`src/rtl/go_game_ctrl_if.sv`:
```
// Signal bundle between the Go game controller and its environment
// (move source, peer link, external board updater).
interface go_game_ctrl_if #(
    parameter int BOARD_N = 9,
    parameter int CNT_W   = 9
);
    localparam int BW = 2 * BOARD_N * BOARD_N;

    logic             move_avail;
    logic [7:0]       move;
    logic             my_color;
    logic             upd_start;
    logic [7:0]       upd_move;
    logic [BW-1:0]    upd_next_board;
    logic             upd_valid;
    logic             upd_invalid;
    logic [BW-1:0]    board_bus;
    logic [BW-1:0]    ko_board;
    logic             turn;
    logic             tx_ready;
    logic             invalid_move;
    logic             busy;
    logic             game_over;
    logic             resigned;
    logic             loser;
    logic [CNT_W-1:0] move_count;

    // Environment side: supplies moves and updater verdicts
    modport master (
        output move_avail, move, my_color, upd_next_board, upd_valid, upd_invalid,
        input  upd_start, upd_move, board_bus, ko_board, turn, tx_ready,
        input  invalid_move, busy, game_over, resigned, loser, move_count
    );

    // Controller side
    modport slave (
        input  move_avail, move, my_color, upd_next_board, upd_valid, upd_invalid,
        output upd_start, upd_move, board_bus, ko_board, turn, tx_ready,
        output invalid_move, busy, game_over, resigned, loser, move_count
    );
endinterface

```
`src/rtl/go_game_ctrl.sv`:
```
// Go game controller: sequences one move at a time through the external board
// updater, commits board/ko snapshots, alternates turn and detects end of game.
module go_game_ctrl #(
    parameter int BOARD_N     = 9,
    parameter int UPD_TIMEOUT = 1023,
    parameter int CNT_W       = 9
) (
    input  logic          clk_in,
    input  logic          rst_in_n,
    go_game_ctrl_if.slave gif
);
    localparam int BW = 2 * BOARD_N * BOARD_N;
    localparam int TW = (UPD_TIMEOUT < 2) ? 1 : $clog2(UPD_TIMEOUT + 1);

    localparam logic [7:0]    MV_PASS   = 8'hFF;
    localparam logic [7:0]    MV_RESIGN = 8'hFE;
    localparam logic [3:0]    EDGE_N    = 4'(BOARD_N);
    localparam logic [TW-1:0] TMO       = TW'(UPD_TIMEOUT);

    typedef enum logic [2:0] {
        S_IDLE     = 3'd0,
        S_WAIT_UPD = 3'd1,
        S_COMMIT   = 3'd2,
        S_SEND     = 3'd3,
        S_OVER     = 3'd4
    } state_t;

    state_t           state_q,     state_d;
    logic [7:0]       move_q,      move_d;
    logic [TW-1:0]    timer_q,     timer_d;
    logic [1:0]       pass_cnt_q,  pass_cnt_d;
    logic [BW-1:0]    next_brd_q,  next_brd_d;
    logic [BW-1:0]    board_q,     board_d;
    logic [BW-1:0]    ko_q,        ko_d;
    logic             turn_q,      turn_d;
    logic             upd_start_q, upd_start_d;
    logic             tx_ready_q,  tx_ready_d;
    logic             invalid_q,   invalid_d;
    logic             busy_q,      busy_d;
    logic             over_q,      over_d;
    logic             resigned_q,  resigned_d;
    logic             loser_q,     loser_d;
    logic [CNT_W-1:0] count_q,     count_d;

    logic in_range_s;
    assign in_range_s = (gif.move[7:4] < EDGE_N) && (gif.move[3:0] < EDGE_N);

    // Next-state and output computation for the move sequencer
    always_comb begin
        state_d     = state_q;
        move_d      = move_q;
        timer_d     = timer_q;
        pass_cnt_d  = pass_cnt_q;
        next_brd_d  = next_brd_q;
        board_d     = board_q;
        ko_d        = ko_q;
        turn_d      = turn_q;
        upd_start_d = 1'b0;
        tx_ready_d  = 1'b0;
        invalid_d   = 1'b0;
        over_d      = over_q;
        resigned_d  = resigned_q;
        loser_d     = loser_q;
        count_d     = count_q;

        case (state_q)
            S_IDLE: begin
                if (gif.move_avail) begin
                    move_d = gif.move;
                    if (gif.move == MV_RESIGN) begin
                        over_d     = 1'b1;
                        resigned_d = 1'b1;
                        loser_d    = turn_q;
                        state_d    = S_OVER;
                    end else if (gif.move == MV_PASS) begin
                        pass_cnt_d = (pass_cnt_q == 2'd2) ? 2'd2 : pass_cnt_q + 2'd1;
                        ko_d       = '0;
                        state_d    = S_SEND;
                    end else if (!in_range_s) begin
                        invalid_d = 1'b1;
                        state_d   = S_IDLE;
                    end else begin
                        upd_start_d = 1'b1;
                        timer_d     = '0;
                        state_d     = S_WAIT_UPD;
                    end
                end else begin
                    state_d = S_IDLE;
                end
            end
            // A rejection (explicit or by timeout) takes priority over a valid verdict
            S_WAIT_UPD: begin
                if (gif.upd_invalid || (timer_q == TMO)) begin
                    invalid_d = 1'b1;
                    state_d   = S_IDLE;
                end else if (gif.upd_valid) begin
                    next_brd_d = gif.upd_next_board;
                    state_d    = S_COMMIT;
                end else begin
                    timer_d = timer_q + TW'(1);
                end
            end
            S_COMMIT: begin
                ko_d       = board_q;
                board_d    = next_brd_q;
                pass_cnt_d = 2'd0;
                state_d    = S_SEND;
            end
            S_SEND: begin
                tx_ready_d = (turn_q == gif.my_color);
                turn_d     = ~turn_q;
                count_d    = (count_q == {CNT_W{1'b1}}) ? count_q : count_q + CNT_W'(1);
                if (pass_cnt_q == 2'd2) begin
                    over_d  = 1'b1;
                    state_d = S_OVER;
                end else begin
                    state_d = S_IDLE;
                end
            end
            S_OVER: begin
                state_d = S_OVER;
            end
            default: begin
                state_d = S_IDLE;
            end
        endcase

        busy_d = (state_d != S_IDLE);
    end

    // State and output registers
    always_ff @(posedge clk_in or negedge rst_in_n) begin
        if (!rst_in_n) begin
            state_q     <= S_IDLE;
            move_q      <= 8'h00;
            timer_q     <= '0;
            pass_cnt_q  <= 2'd0;
            next_brd_q  <= '0;
            board_q     <= '0;
            ko_q        <= '0;
            turn_q      <= 1'b0;
            upd_start_q <= 1'b0;
            tx_ready_q  <= 1'b0;
            invalid_q   <= 1'b0;
            busy_q      <= 1'b0;
            over_q      <= 1'b0;
            resigned_q  <= 1'b0;
            loser_q     <= 1'b0;
            count_q     <= '0;
        end else begin
            state_q     <= state_d;
            move_q      <= move_d;
            timer_q     <= timer_d;
            pass_cnt_q  <= pass_cnt_d;
            next_brd_q  <= next_brd_d;
            board_q     <= board_d;
            ko_q        <= ko_d;
            turn_q      <= turn_d;
            upd_start_q <= upd_start_d;
            tx_ready_q  <= tx_ready_d;
            invalid_q   <= invalid_d;
            busy_q      <= busy_d;
            over_q      <= over_d;
            resigned_q  <= resigned_d;
            loser_q     <= loser_d;
            count_q     <= count_d;
        end
    end

    assign gif.upd_start    = upd_start_q;
    assign gif.upd_move     = move_q;
    assign gif.board_bus    = board_q;
    assign gif.ko_board     = ko_q;
    assign gif.turn         = turn_q;
    assign gif.tx_ready     = tx_ready_q;
    assign gif.invalid_move = invalid_q;
    assign gif.busy         = busy_q;
    assign gif.game_over    = over_q;
    assign gif.resigned     = resigned_q;
    assign gif.loser        = loser_q;
    assign gif.move_count   = count_q;
endmodule

```
`src/flat_wrapper.sv`:
```
// flat-port wrapper written by rule: the top's interface ports become plain ports
module go_game_ctrl_flat 
#(
    parameter int BOARD_N     = 9,
    parameter int UPD_TIMEOUT = 1023,
    parameter int CNT_W       = 9
)
  (clk_in, rst_in_n, gif_move_avail, gif_move, gif_my_color, gif_upd_next_board, gif_upd_valid, gif_upd_invalid, gif_upd_start, gif_upd_move, gif_board_bus, gif_ko_board, gif_turn, gif_tx_ready, gif_invalid_move, gif_busy, gif_game_over, gif_resigned, gif_loser, gif_move_count);
  go_game_ctrl_if #(.BOARD_N(BOARD_N), .CNT_W(CNT_W)) gif_i ();
  input  logic clk_in;
  input  logic rst_in_n;
  input wire logic [$bits(gif_i.move_avail)-1:0] gif_move_avail;
  input wire logic [$bits(gif_i.move)-1:0] gif_move;
  input wire logic [$bits(gif_i.my_color)-1:0] gif_my_color;
  input wire logic [$bits(gif_i.upd_next_board)-1:0] gif_upd_next_board;
  input wire logic [$bits(gif_i.upd_valid)-1:0] gif_upd_valid;
  input wire logic [$bits(gif_i.upd_invalid)-1:0] gif_upd_invalid;
  output wire logic [$bits(gif_i.upd_start)-1:0] gif_upd_start;
  output wire logic [$bits(gif_i.upd_move)-1:0] gif_upd_move;
  output wire logic [$bits(gif_i.board_bus)-1:0] gif_board_bus;
  output wire logic [$bits(gif_i.ko_board)-1:0] gif_ko_board;
  output wire logic [$bits(gif_i.turn)-1:0] gif_turn;
  output wire logic [$bits(gif_i.tx_ready)-1:0] gif_tx_ready;
  output wire logic [$bits(gif_i.invalid_move)-1:0] gif_invalid_move;
  output wire logic [$bits(gif_i.busy)-1:0] gif_busy;
  output wire logic [$bits(gif_i.game_over)-1:0] gif_game_over;
  output wire logic [$bits(gif_i.resigned)-1:0] gif_resigned;
  output wire logic [$bits(gif_i.loser)-1:0] gif_loser;
  output wire logic [$bits(gif_i.move_count)-1:0] gif_move_count;
  assign gif_i.move_avail = gif_move_avail;
  assign gif_i.move = gif_move;
  assign gif_i.my_color = gif_my_color;
  assign gif_i.upd_next_board = gif_upd_next_board;
  assign gif_i.upd_valid = gif_upd_valid;
  assign gif_i.upd_invalid = gif_upd_invalid;
  assign gif_upd_start = gif_i.upd_start;
  assign gif_upd_move = gif_i.upd_move;
  assign gif_board_bus = gif_i.board_bus;
  assign gif_ko_board = gif_i.ko_board;
  assign gif_turn = gif_i.turn;
  assign gif_tx_ready = gif_i.tx_ready;
  assign gif_invalid_move = gif_i.invalid_move;
  assign gif_busy = gif_i.busy;
  assign gif_game_over = gif_i.game_over;
  assign gif_resigned = gif_i.resigned;
  assign gif_loser = gif_i.loser;
  assign gif_move_count = gif_i.move_count;
  go_game_ctrl #(.BOARD_N(BOARD_N), .UPD_TIMEOUT(UPD_TIMEOUT), .CNT_W(CNT_W)) u_core (.clk_in(clk_in), .rst_in_n(rst_in_n), .gif(gif_i));
endmodule
```
`config.mk`:
```
export PLATFORM = sky130hd
export DESIGN_NAME = go_game_ctrl_flat
export DESIGN_NICKNAME = d
export VERILOG_FILES = /design/src/rtl/go_game_ctrl_if.sv /design/src/rtl/go_game_ctrl.sv /design/src/flat_wrapper.sv
export SDC_FILE = /design/constraint.sdc
export NUM_CORES = 1
export LEC_CHECK = 0
export BUFFER_PORTS_ARGS = -buffer_cell sky130_fd_sc_hd__buf_2
export CORE_AREA = 2 2 202 204
export CTS_BUF_LIST = sky130_fd_sc_hd__clkbuf_4
export DETAILED_ROUTE_END_ITERATION = 16
export DIE_AREA = 0 0 204 206
export GPL_ROUTABILITY_DRIVEN = 0
export GPL_TIMING_DRIVEN = 0
export PLACE_DENSITY = 0.76
export SYNTH_ARGS = -nofsm -noshare
export SYNTH_HDL_FRONTEND = slang
export SYNTH_SLANG_ARGS = --single-unit
```
`constraint.sdc`:
```
create_clock -name clk_in -period 2.9 [get_ports clk_in]
set_input_delay 0 -clock clk_in [delete_from_list [all_inputs] [get_ports clk_in]]
set_output_delay 0 -clock clk_in [all_outputs]
set_load 0.01 [all_outputs]
```
==> results by group <==
Worst setup path
  – Crit. End Element: register
  – Critical Path, Cell by Cell: ha_1 -> and4_1 -> a41oi_1 -> nand3_1 -> buf_2 -> buf_2 -> mux2_1
  – Top cell by count, worst path: buf_2
  – Flop2flop setup slack: ~0.16 ns
  – CP required: 3.59 ns
  – Crit-path max FO: 10
  – Startpoint types: register
  – Critical R2R Capture: u_core.next_brd_q[41]
  – Slowest Stage Delay on Critical Path: 0.47 ns
  – Reg2Reg Depth: 7
  – Worst EP arrival: 3.42 ns
  – Critical R2R Launch: u_core.timer_q[0]
  – Crit Path Category: register to register
  – Slowest CP cell: a41oi_1

CTS
  – H-Tree Depth: 4
  – CTS Root Buffer Type: clkbuf_4
  – Num CTS Buffers: 135
  – CTS Buffer Depth: 3
  – Clk sinks: 526
  – Worst-path clk slew: around 0.06 ns
  – CTS tree: yes
  – Clock latency on the worst-skew pair: 0.86 ns
  – Postcts setup bufs: 0

Timing
  – Minimum clock period: 2.736 ns
  – Final worst-path cycle share: 94.34%
  – Slew margin rel.: 38.24%
  – Fin Hold WS: 0.1507 ns
  – Final Hold Viols: 0
  – Clk_skew: 0.04814 ns
  – Tightest Pin Transition: ~0.92 ns
  – Max Slew Vio Count: 0
  – Fmax: 365.5 MHz
  – Final Setup Violations: 0
  – RSZ-0062 raised after global routing: false

Floorplan
  – Io pins: 525
  – Rows: 74
  – Die Span Y: slightly above 200 um
  – Die area: 0.04202 mm2
  – Core area: 0.04018 mm2
  – Initial Util: approximately 49%
  – Die Wd: 204 um

Global routing
  – GRT met2 Usage: between 40% and 50%
  – M1 GR Usage: 32.83%
  – Initial antenna violation count: 3
  – Vias in the first global route: 16416
  – All-Layer GR Usage: 28.26%
  – GR peak layer: met2
  – GRT met3 Usage: 7.947%
  – Pin count of the biggest net entering global routing: 123
  – First-pass GRT wire length: 90930 um
  – Total global routing overflow: 0

Pwr
  – Maximum vdd ir drop: around 0.63 mV
  – Pwr/cell area: roughly 1100 mW/mm2
  – Total power: 0.03053 W
  – Leakage: 14.06 nW

Yosys
  – Cell Area, Synth: 0.01964 mm2
  – Post-synth EDFFs: 0
  – Synth cell types: 47
  – Share of the synthesized area in the top cell type: 67.03%
  – Sequential fraction of the synthesis area: 67.03%
  – Ys flop type: dfrtp_1
  – Most common cell in the synthesized netlist: dfrtp_1
  – Yosys reg bits: 526
  – Top post-synthesis cells by area: dfrtp_1 67%, mux2_2 17%, a22o_1 7.2%
  – Gate Count Post-Synth: 1228
  – Synth area leader: dfrtp_1
  – Synth cell count leaders: 526 x dfrtp_1, 301 x mux2_2, 162 x a22o_1
  – Yosys warns: 0
  – Syn Area/Cell: 15.99 um2
  – Post-synth ARST share: 100.0%
  – Post-synthesis net count: between 1000 and 1500

Worst hold path
  – Hold_sp: gif_move[0]
  – Hold Path End: u_core.gif.upd_move[0]
  – WHS Path Cells: 4
  – Hold Crit Class: primary input to register

Finish
  – Final #Nets: ~2400
  – Fin util: 70.26%
  – Fillers: 2485
  – Final Non-Filler Cells: 2865
  – Layout cells sized above 1: 47.32%
  – Syn-to-layout area delta: 43.77%

Route
  – Via count: between 15000 and 20000
  – Final antenna-violating net count: 0
  – Avg WL per Cell: 20.89 um
  – Total wire length: between 50000 and 60000 um
  – Number of iterations in the first detailed-routing pass: 5
  – DRC: 0
  – Vias per inst: 5.311
  – Starting DRT DRC Count: 836

Placed design
  – Placed insts: 2288
  – Hpwl dp: 36600 um
  – Port Buffers: 524

Status
  – Outcome: finished, final reports clean

Job
  – Max-Cap Viols: 0
state kept, by name (all words and copies together) (netlist names):
signal / flops
u_core.gif.board_bus: 162
u_core.gif.busy: 1
u_core.gif.game_over: 1
u_core.gif.invalid_move: 1
u_core.gif.ko_board: 162
u_core.gif.loser: 1
u_core.gif.move_count: 9
u_core.gif.resigned: 1
u_core.gif.turn: 1
u_core.gif.tx_ready: 1
u_core.gif.upd_move: 8
u_core.gif.upd_start: 1
u_core.next_brd_q: 162
u_core.pass_cnt_q: 2
u_core.state_q: 3
u_core.timer_q: 10
worst max path at each step:
stage	start	endpoint	slack, ns	depth (start not counted)
after CTS	u_core.state_q[2]	u_core.gif.ko_board[91]	0.11	5
after global placement	rst_in_n	u_core.gif.ko_board[91]	-8.36	1
final	u_core.timer_q[0]	u_core.next_brd_q[41]	0.16	7
after detailed placement	u_core.state_q[2]	u_core.gif.ko_board[54]	-0.006	6
after global routing	u_core.timer_q[0]	u_core.next_brd_q[67]	0.02	7
after floorplan	u_core.timer_q[0]	u_core.next_brd_q[23]	0.80	7
final cells by class:
cell class              count  area, um2  area share [%]
clock buffers             194       1456           5.159
multi-input cells         615       5929           21.00
diodes                      2      5.005         0.01773
clock inverters            24      123.9          0.4388
repair buffers            885       6334           22.43
flip-flops and latches    526      13160           46.62
well taps                 532      665.6           2.358
plain buffers              80      529.3           1.875
inverters                   7      26.28         0.09307
per-stage QoR:
step	setup WS, ns	cell area [um2]	setup TNS [ns]
detailed placement	-0.006011	23040	-0.006011
floorplan	0.7954	19640	0
finish	0.1643	28230	0
CTS	0.1115	28220	0
global placement	-8.357	22920	-4354.01
global route	0.01985	28230	0
power breakdown:
part	leakage [nW]	switching [W]	internal, W
Sequential	6.51	0.00246	0.0108
Combinational	6.59	0.00542	0.00575
Clock	0.956	0.00298	0.00313
Total	14.1	0.0109	0.0197
cell usage in the layout, fill, tap and decap left out, types with 6 or more instances in the layout:
| cell type | n |
|---|---|
| buf_2 | 560 |
| dfrtp_1 | 526 |
| dlygate4sd3_1 | 356 |
| mux2_2 | 301 |
| clkbuf_4 | 194 |
| a22o_1 | 162 |
| nand2_1 | 33 |
| mux2_1 | 26 |
| buf_6 | 24 |
| clkinv_1 | 15 |
| clkbuf_1 | 13 |
| a31oi_1 | 11 |
| nand3_1 | 8 |
| inv_1 | 7 |
| and3_1 | 7 |
| xnor2_1 | 7 |
| inv_2 | 6 |
per-layer routing:
metal,routed length [um],up-vias
li1,-,6599
met1,22970,7799
met2,30330,658
met3,4163,159
met4,2380,2
met5,17,-
kinds of logic after synthesis:
family | share of synthesized area [%]
DFF | 67.03
muxes | 18.80
AOI/OAI and AO/OA | 8.328
buffers and inverters | 2.816
and+or+nand+nor | 2.300
xor gates and xnor gates | 0.4014
adders and majority gates | 0.3186
critical path: cells and delay by family, from the launching register on:
family,cells,cell delay [ns]
AND/OR/NAND/NOR,2,0.50
AO/OA/AOI/OAI,1,0.47
flip-flops,1,0.41
adder cells (fa/ha/maj),1,0.25
multiplexers,1,0.36
buffers and inverters,2,0.60
repair_timing:
action | CTS | global route
setup endpoints to repair | 17 | 24
gates resized for setup | 1 | 5
hold endpoints to repair | 379 | 0
pin swaps | 0 | 0
hold buffers | 357 | 0
Power figures use the tool's default switching activity.
